<file path="src/rtl/frac_clken_gen.sv">
`default_nettype none
// ============================================================================
// frac_clken_gen : multi-channel NUM/DEN clock-enable generator with runtime reprogramming
// Revision: 1.0
// ============================================================================
module frac_clken_gen #(
    parameter int CHANNELS    = 2,
    parameter int ACC_W       = 16,
    parameter int INIT_NUM    = 1,
    parameter int INIT_DEN    = 2,
    parameter int LOCK_PULSES = 2,
    localparam int CH_W       = (CHANNELS > 1) ? $clog2(CHANNELS) : 1
) (
    input  logic                clkin,
    input  logic                rst_n,
    input  logic                sync,
    input  logic                cfg_valid,
    output logic                cfg_ready,
    input  logic [CH_W-1:0]     cfg_ch,
    input  logic [ACC_W-1:0]    cfg_num,
    input  logic [ACC_W-1:0]    cfg_den,
    output logic                cfg_err,
    output logic [CHANNELS-1:0] ce,
    output logic [CHANNELS-1:0] clkdiv,
    output logic [CHANNELS-1:0] locked
);

    localparam logic [ACC_W-1:0] C_INIT_NUM    = ACC_W'(INIT_NUM);
    localparam logic [ACC_W-1:0] C_INIT_DEN    = ACC_W'(INIT_DEN);
    localparam logic [CH_W:0]    C_CHANNELS    = (CH_W+1)'(CHANNELS);
    localparam logic [3:0]       C_LOCK_PULSES = 4'(LOCK_PULSES);

    typedef enum logic [0:0] {
        S_IDLE = 1'b0,
        S_PEND = 1'b1
    } state_t;

    state_t              r_state;
    state_t              w_state_next;
    logic                r_cfg_err;
    logic [CH_W-1:0]     r_pend_ch;
    logic [ACC_W-1:0]    r_pend_num;
    logic [ACC_W-1:0]    r_pend_den;
    logic                w_req;
    logic                w_bad;
    logic                w_accept;
    logic                w_apply_any;
    logic [CHANNELS-1:0] w_apply;

    // cfg_ready is a pure decode of the state register, so it stays registered
    assign cfg_ready   = (r_state == S_IDLE);
    assign cfg_err     = r_cfg_err;
    assign w_req       = cfg_valid & cfg_ready;
    assign w_bad       = (cfg_den == '0) || (cfg_num > cfg_den) || ({1'b0, cfg_ch} >= C_CHANNELS);
    assign w_accept    = w_req & ~w_bad;
    assign w_apply_any = |w_apply;

    always_comb begin
        w_state_next = r_state;
        case (r_state)
            S_IDLE:  if (w_accept) w_state_next = S_PEND;
            S_PEND:  if (w_apply_any) w_state_next = S_IDLE;
            default: w_state_next = S_IDLE;
        endcase
    end

    always_ff @(posedge clkin or negedge rst_n) begin
        if (!rst_n) begin
            r_state    <= S_IDLE;
            r_cfg_err  <= 1'b0;
            r_pend_ch  <= '0;
            r_pend_num <= '0;
            r_pend_den <= '0;
        end else begin
            r_state   <= w_state_next;
            r_cfg_err <= w_req & w_bad;
            if (w_accept) begin
                r_pend_ch  <= cfg_ch;
                r_pend_num <= cfg_num;
                r_pend_den <= cfg_den;
            end
        end
    end

    for (genvar i = 0; i < CHANNELS; i++) begin : g_ch
        logic [ACC_W-1:0] r_acc;
        logic [ACC_W-1:0] r_num;
        logic [ACC_W-1:0] r_den;
        logic             r_ce;
        logic             r_clkdiv;
        logic             r_locked;
        logic [3:0]       r_lock_cnt;
        logic [ACC_W:0]   w_sum;
        logic             w_hit;
        logic             w_accept_here;
        logic [3:0]       w_cnt_inc;

        assign w_sum         = {1'b0, r_acc} + {1'b0, r_num};
        assign w_hit         = (w_sum >= {1'b0, r_den});
        assign w_apply[i]    = (r_state == S_PEND) && (r_pend_ch == CH_W'(i)) && (w_hit || (r_num == '0));
        assign w_accept_here = w_accept && (cfg_ch == CH_W'(i));
        assign w_cnt_inc     = (r_lock_cnt == 4'hF) ? r_lock_cnt : r_lock_cnt + 4'd1;

        // s - den always fits ACC_W bits, so the modular subtract is exact
        always_ff @(posedge clkin or negedge rst_n) begin
            if (!rst_n) begin
                r_acc      <= '0;
                r_num      <= C_INIT_NUM;
                r_den      <= C_INIT_DEN;
                r_ce       <= 1'b0;
                r_clkdiv   <= 1'b0;
                r_locked   <= 1'b0;
                r_lock_cnt <= '0;
            end else begin
                if (w_apply[i]) begin
                    r_num      <= r_pend_num;
                    r_den      <= r_pend_den;
                    r_acc      <= '0;
                    r_lock_cnt <= '0;
                    r_locked   <= 1'b0;
                    if (sync) begin
                        r_ce     <= 1'b0;
                        r_clkdiv <= 1'b0;
                    end else if (r_num == '0) begin
                        r_ce     <= 1'b0;
                    end else begin
                        r_ce     <= 1'b1;
                        r_clkdiv <= ~r_clkdiv;
                    end
                end else if (sync) begin
                    r_acc    <= '0;
                    r_ce     <= 1'b0;
                    r_clkdiv <= 1'b0;
                end else if (w_hit) begin
                    r_ce       <= 1'b1;
                    r_acc      <= w_sum[ACC_W-1:0] - r_den;
                    r_clkdiv   <= ~r_clkdiv;
                    r_lock_cnt <= w_cnt_inc;
                    if (w_cnt_inc >= C_LOCK_PULSES) r_locked <= 1'b1;
                end else begin
                    r_ce  <= 1'b0;
                    r_acc <= w_sum[ACC_W-1:0];
                end
                if (w_accept_here) r_locked <= 1'b0;
            end
        end

        assign ce[i]     = r_ce;
        assign clkdiv[i] = r_clkdiv;
        assign locked[i] = r_locked;
    end

endmodule
`default_nettype wire

</file>
<file path="config.mk">
export PLATFORM = sky130hd
export DESIGN_NAME = frac_clken_gen
export DESIGN_NICKNAME = d
export VERILOG_FILES = /design/src/rtl/frac_clken_gen.sv
export SDC_FILE = /design/constraint.sdc
export NUM_CORES = 1
export LEC_CHECK = 0
export CORE_MARGIN = 4
export CORE_UTILIZATION = 60
export DETAILED_ROUTE_END_ITERATION = 16
export GPL_ROUTABILITY_DRIVEN = 0
export PLACE_DENSITY = 0.89
export REMOVE_ABC_BUFFERS = 1
export SETUP_SLACK_MARGIN = 0.5
export SLEW_MARGIN = 20
export SYNTH_ARGS = -nofsm -noshare
export SYNTH_HDL_FRONTEND = slang
export SYNTH_SLANG_ARGS = --single-unit
</file>
<file path="constraint.sdc">
create_clock -name clkin -period 5.55 [get_ports clkin]
set_clock_uncertainty 0.2 [all_clocks]
set_input_delay 0.8325 -clock clkin [delete_from_list [all_inputs] [get_ports clkin]]
set_output_delay 0.8325 -clock clkin [all_outputs]
set_load 0.05 [all_outputs]
</file>
==> flow_metrics.py <==
metrics = {
    "outcome": {
        "outcome": "finished, final reports clean",
    },
    "floorplan": {
        "initial_utilization_pct": 61.7,
        "coreArea_um2": 15400,
        "die_area_um2": 17900,
        "ioPinCount": 45,
        "die_w_um": 134,
        "rows": 45,
        "die_height_um": 134,
    },
    "critical_path": {
        "slowest_delay_ns": 0.55,
        "worst_ep_required_time_ns": 5.67,
        "setup.worst_path.start": "g_ch[0].r_num[0]",
        "crit_fanout": 7,
        "critPathArrivalTime_ns": 5.07,
        "startpoint_type": "flop",
        "path_cells": "ha_2 > inv_1 > fa_1 > and2b_1 > o31a_2 > o2bb2ai_2 > o311a_1 > nor3_1 > xnor2_1 > ha_1 > nand3_1 > nor3_2 > a2111oi_2 > o311a_2 > a311oi_4 > clkbuf_16 > mux2_2",
        "r2r_start": "g_ch[0].r_num[0]",
        "r2r-end": "g_ch[0].r_num[5]",
        "reg2reg_slack_ns": 0.60,
        "critPathSlowestCell": "dfstp_2",
        "worstSetupPathType": "flop to flop",
        "worst_setup_path_end_kind": "flop",
        "r2r_cells": 17,
        "path_delay_family": "compound AO/OA/AOI/OAI gates",
        "cp_num_buf_inv": 2,
    },
    "sta": {
        "fmax_mhz": 202,
        "max_slew_margin_pct": 38.1,
        "finalSetupTns_ns": 0,
        "fin_crit_ns": 4.95,
        "finalCritPeriodShare_pct": 89.2,
        "hold_viol": 0,
        "finalMaxSlewViolations": 0,
        "tightest_slew_ns": 0.929,
        "setup_viol": 0,
        "rsz0062_at_grt": "true",
    },
    "synthesis": {
        "synth_ff_type": "dfrtp_1",
        "synth.largest_area_cell": "dfrtp_1",
        "async_reset_ff_share_pct": 100,
        "yosysTopAreaCellShare_pct": 37.2,
        "synth_cell_types": 81,
        "netlist_instances": 964,
        "yosys_warnings": 0,
        "synth.avg_cell_area_um2": 9.84,
        "synth.area.top_cells": "dfrtp_1, ha_1, mux2_2",
        "synth_edf_count": 0,
        "synth_common_cells": "dfrtp_1, nand2_1, ha_1",
        "synth_most_common_cell": "dfrtp_1",
        "synth_seq_cells": 145,
        "synth.cell_area_um2": 9480,
        "yosysSeqAreaShare_pct": 38.3,
    },
    "detailed_routing": {
        "num_vias": 8060,
        "viasPerCell": 6.47,
        "drc": 0,
        "drt-total-wl_um": 26100,
        "drtPass1Iterations": 5,
        "initialDrtViolationCount": 981,
        "antenna_left": 0,
        "avgRoutedWirePerCell_um": 21.0,
    },
    "layout": {
        "nets": 1147,
        "multi_input_comb_area_um2": 5440,
        "ff_latch_area_um2": 3630,
        "fillers": 1024,
        "syn2layout_area_growth_pct": 15.4,
        "drive_above_1_share_pct": 17.4,
        "num_antenna_cells": 0,
        "utilization_pct": 71.2,
    },
    "job": {
        "max_cap_violations": 0,
    },
    "clock_tree": {
        "root_buffer": "clkbuf_16",
        "htreeDepth": 4,
        "cts_buffer_depth": 2,
        "numCtsBuffers": 17,
        "path_clk_slew_ns": 0.06,
        "cts_tree": "done",
        "clock-sinks": 145,
        "postCtsHoldBufs": 0,
        "clk_latency_ns": 0.44,
    },
    "grt": {
        "grt_max_degree": 104,
        "grt_pass1_wl_um": 40700,
        "grt-ovfl-total": 0,
        "grt_usage_pct": 28.7,
        "grt_pass1_vias": 7742,
        "grt_antenna_before_repair": 0,
    },
    "placed_design": {
        "dp_hpwl_um": 17800,
        "io_buffers": 44,
    },
    "hold_path": {
        "hold_class": "input port to async pin",
    },
}
[cells in the final DEF (no fill, tap or decap), types with 7 or more instances in the layout]
cell             instances
buf_4                   20
nor2_1                  46
ha_1                    82
a211oi_1                12
nand4_1                  8
xnor2_1                 33
mux2_2                  57
mux2_4                   8
o21ai_0                 43
clkbuf_16               18
nand2_1                 86
a21o_1                  12
nor2b_1                 10
o21ai_1                 18
nand3_1                 22
inv_1                   78
o21a_1                  16
nor3_1                  21
a31oi_1                  9
a21oi_1                 65
nor3_2                  12
or3_1                    8
dfrtp_1                141
mux2i_1                  7
xor2_1                  12
clkdlybuf4s50_1         43
nor4_1                  12
[stage by stage]
stage,cells,hold WS (ns),instance area (um^2),setup WS [ns]
floorplan,931,0.267,9250,-0.326
global placement,1195,0.309,10100,0.522
detailed placement,1195,0.304,10100,0.368
CTS,1229,0.318,10700,0.524
global route,1246,0.346,10900,0.434
finish,1246,0.309,10900,0.598
[layer usage]
layer	wire length, um	share of wire, %	up-vias	GRT usage, %
li1	-	-	3582	-
met1	10600	41	3868	38.2
met2	12000	46	489	45.2
met3	2350	9.0	121	7.48
met4	1110	4.2	0	11.3
met5	0	0	-	0
[worst max path at each step]
stage / cells past startpoint / endpoint
2_1_floorplan: 16 / g_ch[0].r_num[10]
3_3_place_gp: 17 / g_ch[0].r_num[6]
3_5_place_dp: 16 / g_ch[0].r_num[6]
4_1_cts: 16 / g_ch[0].r_num[5]
5_1_grt: 17 / g_ch[0].r_num[5]
6_report: 17 / g_ch[0].r_num[5]
[logic make-up (layout without fill, tap and decap cells)]
group / count (synthesis) / in the layout / synth area share, %
compound gates: 235 / 236 / 16.8
xor+xnor: 45 / 45 / 4.16
fa+ha+maj: 88 / 88 / 11.9
buf+inv: 111 / 181 / 5.57
flops: 145 / 145 / 38.3
mux: 72 / 72 / 8.77
simple gates: 268 / 268 / 14.5
[registers in the layout (all words and copies together), names as in the netlist]
name	cells
g_ch.r_acc	32
g_ch.r_den	32
r_pend_ch	1
r_pend_num	16
g_ch.r_num	32
g_ch.r_clkdiv	2
g_ch.r_lock_cnt	8
r_state	1
cfg_err	1
r_pend_den	16
g_ch.r_ce	2
g_ch.r_locked	2
[timing repair]
action / CTS / global route
setup endpoints to repair: 50 / 90
gates resized for setup: 1 / 22
pin swaps: 2 / 4
gates cloned: 1 / 3
buffers inserted: 1 / 14
[cell type report]
type	count	share of cell area, %
Inverter	78	2.68
Multi-Input combinational cell	709	49.7
Clock buffer	22	4.42
Timing Repair Buffer	71	6.33
Sequential cell	145	33.2
Tap cell	211	2.41
Clock inverter	10	1.21
Power is not shown: default switching activity piles up to over one toggle a cycle in this logic, so the estimate is an artifact.
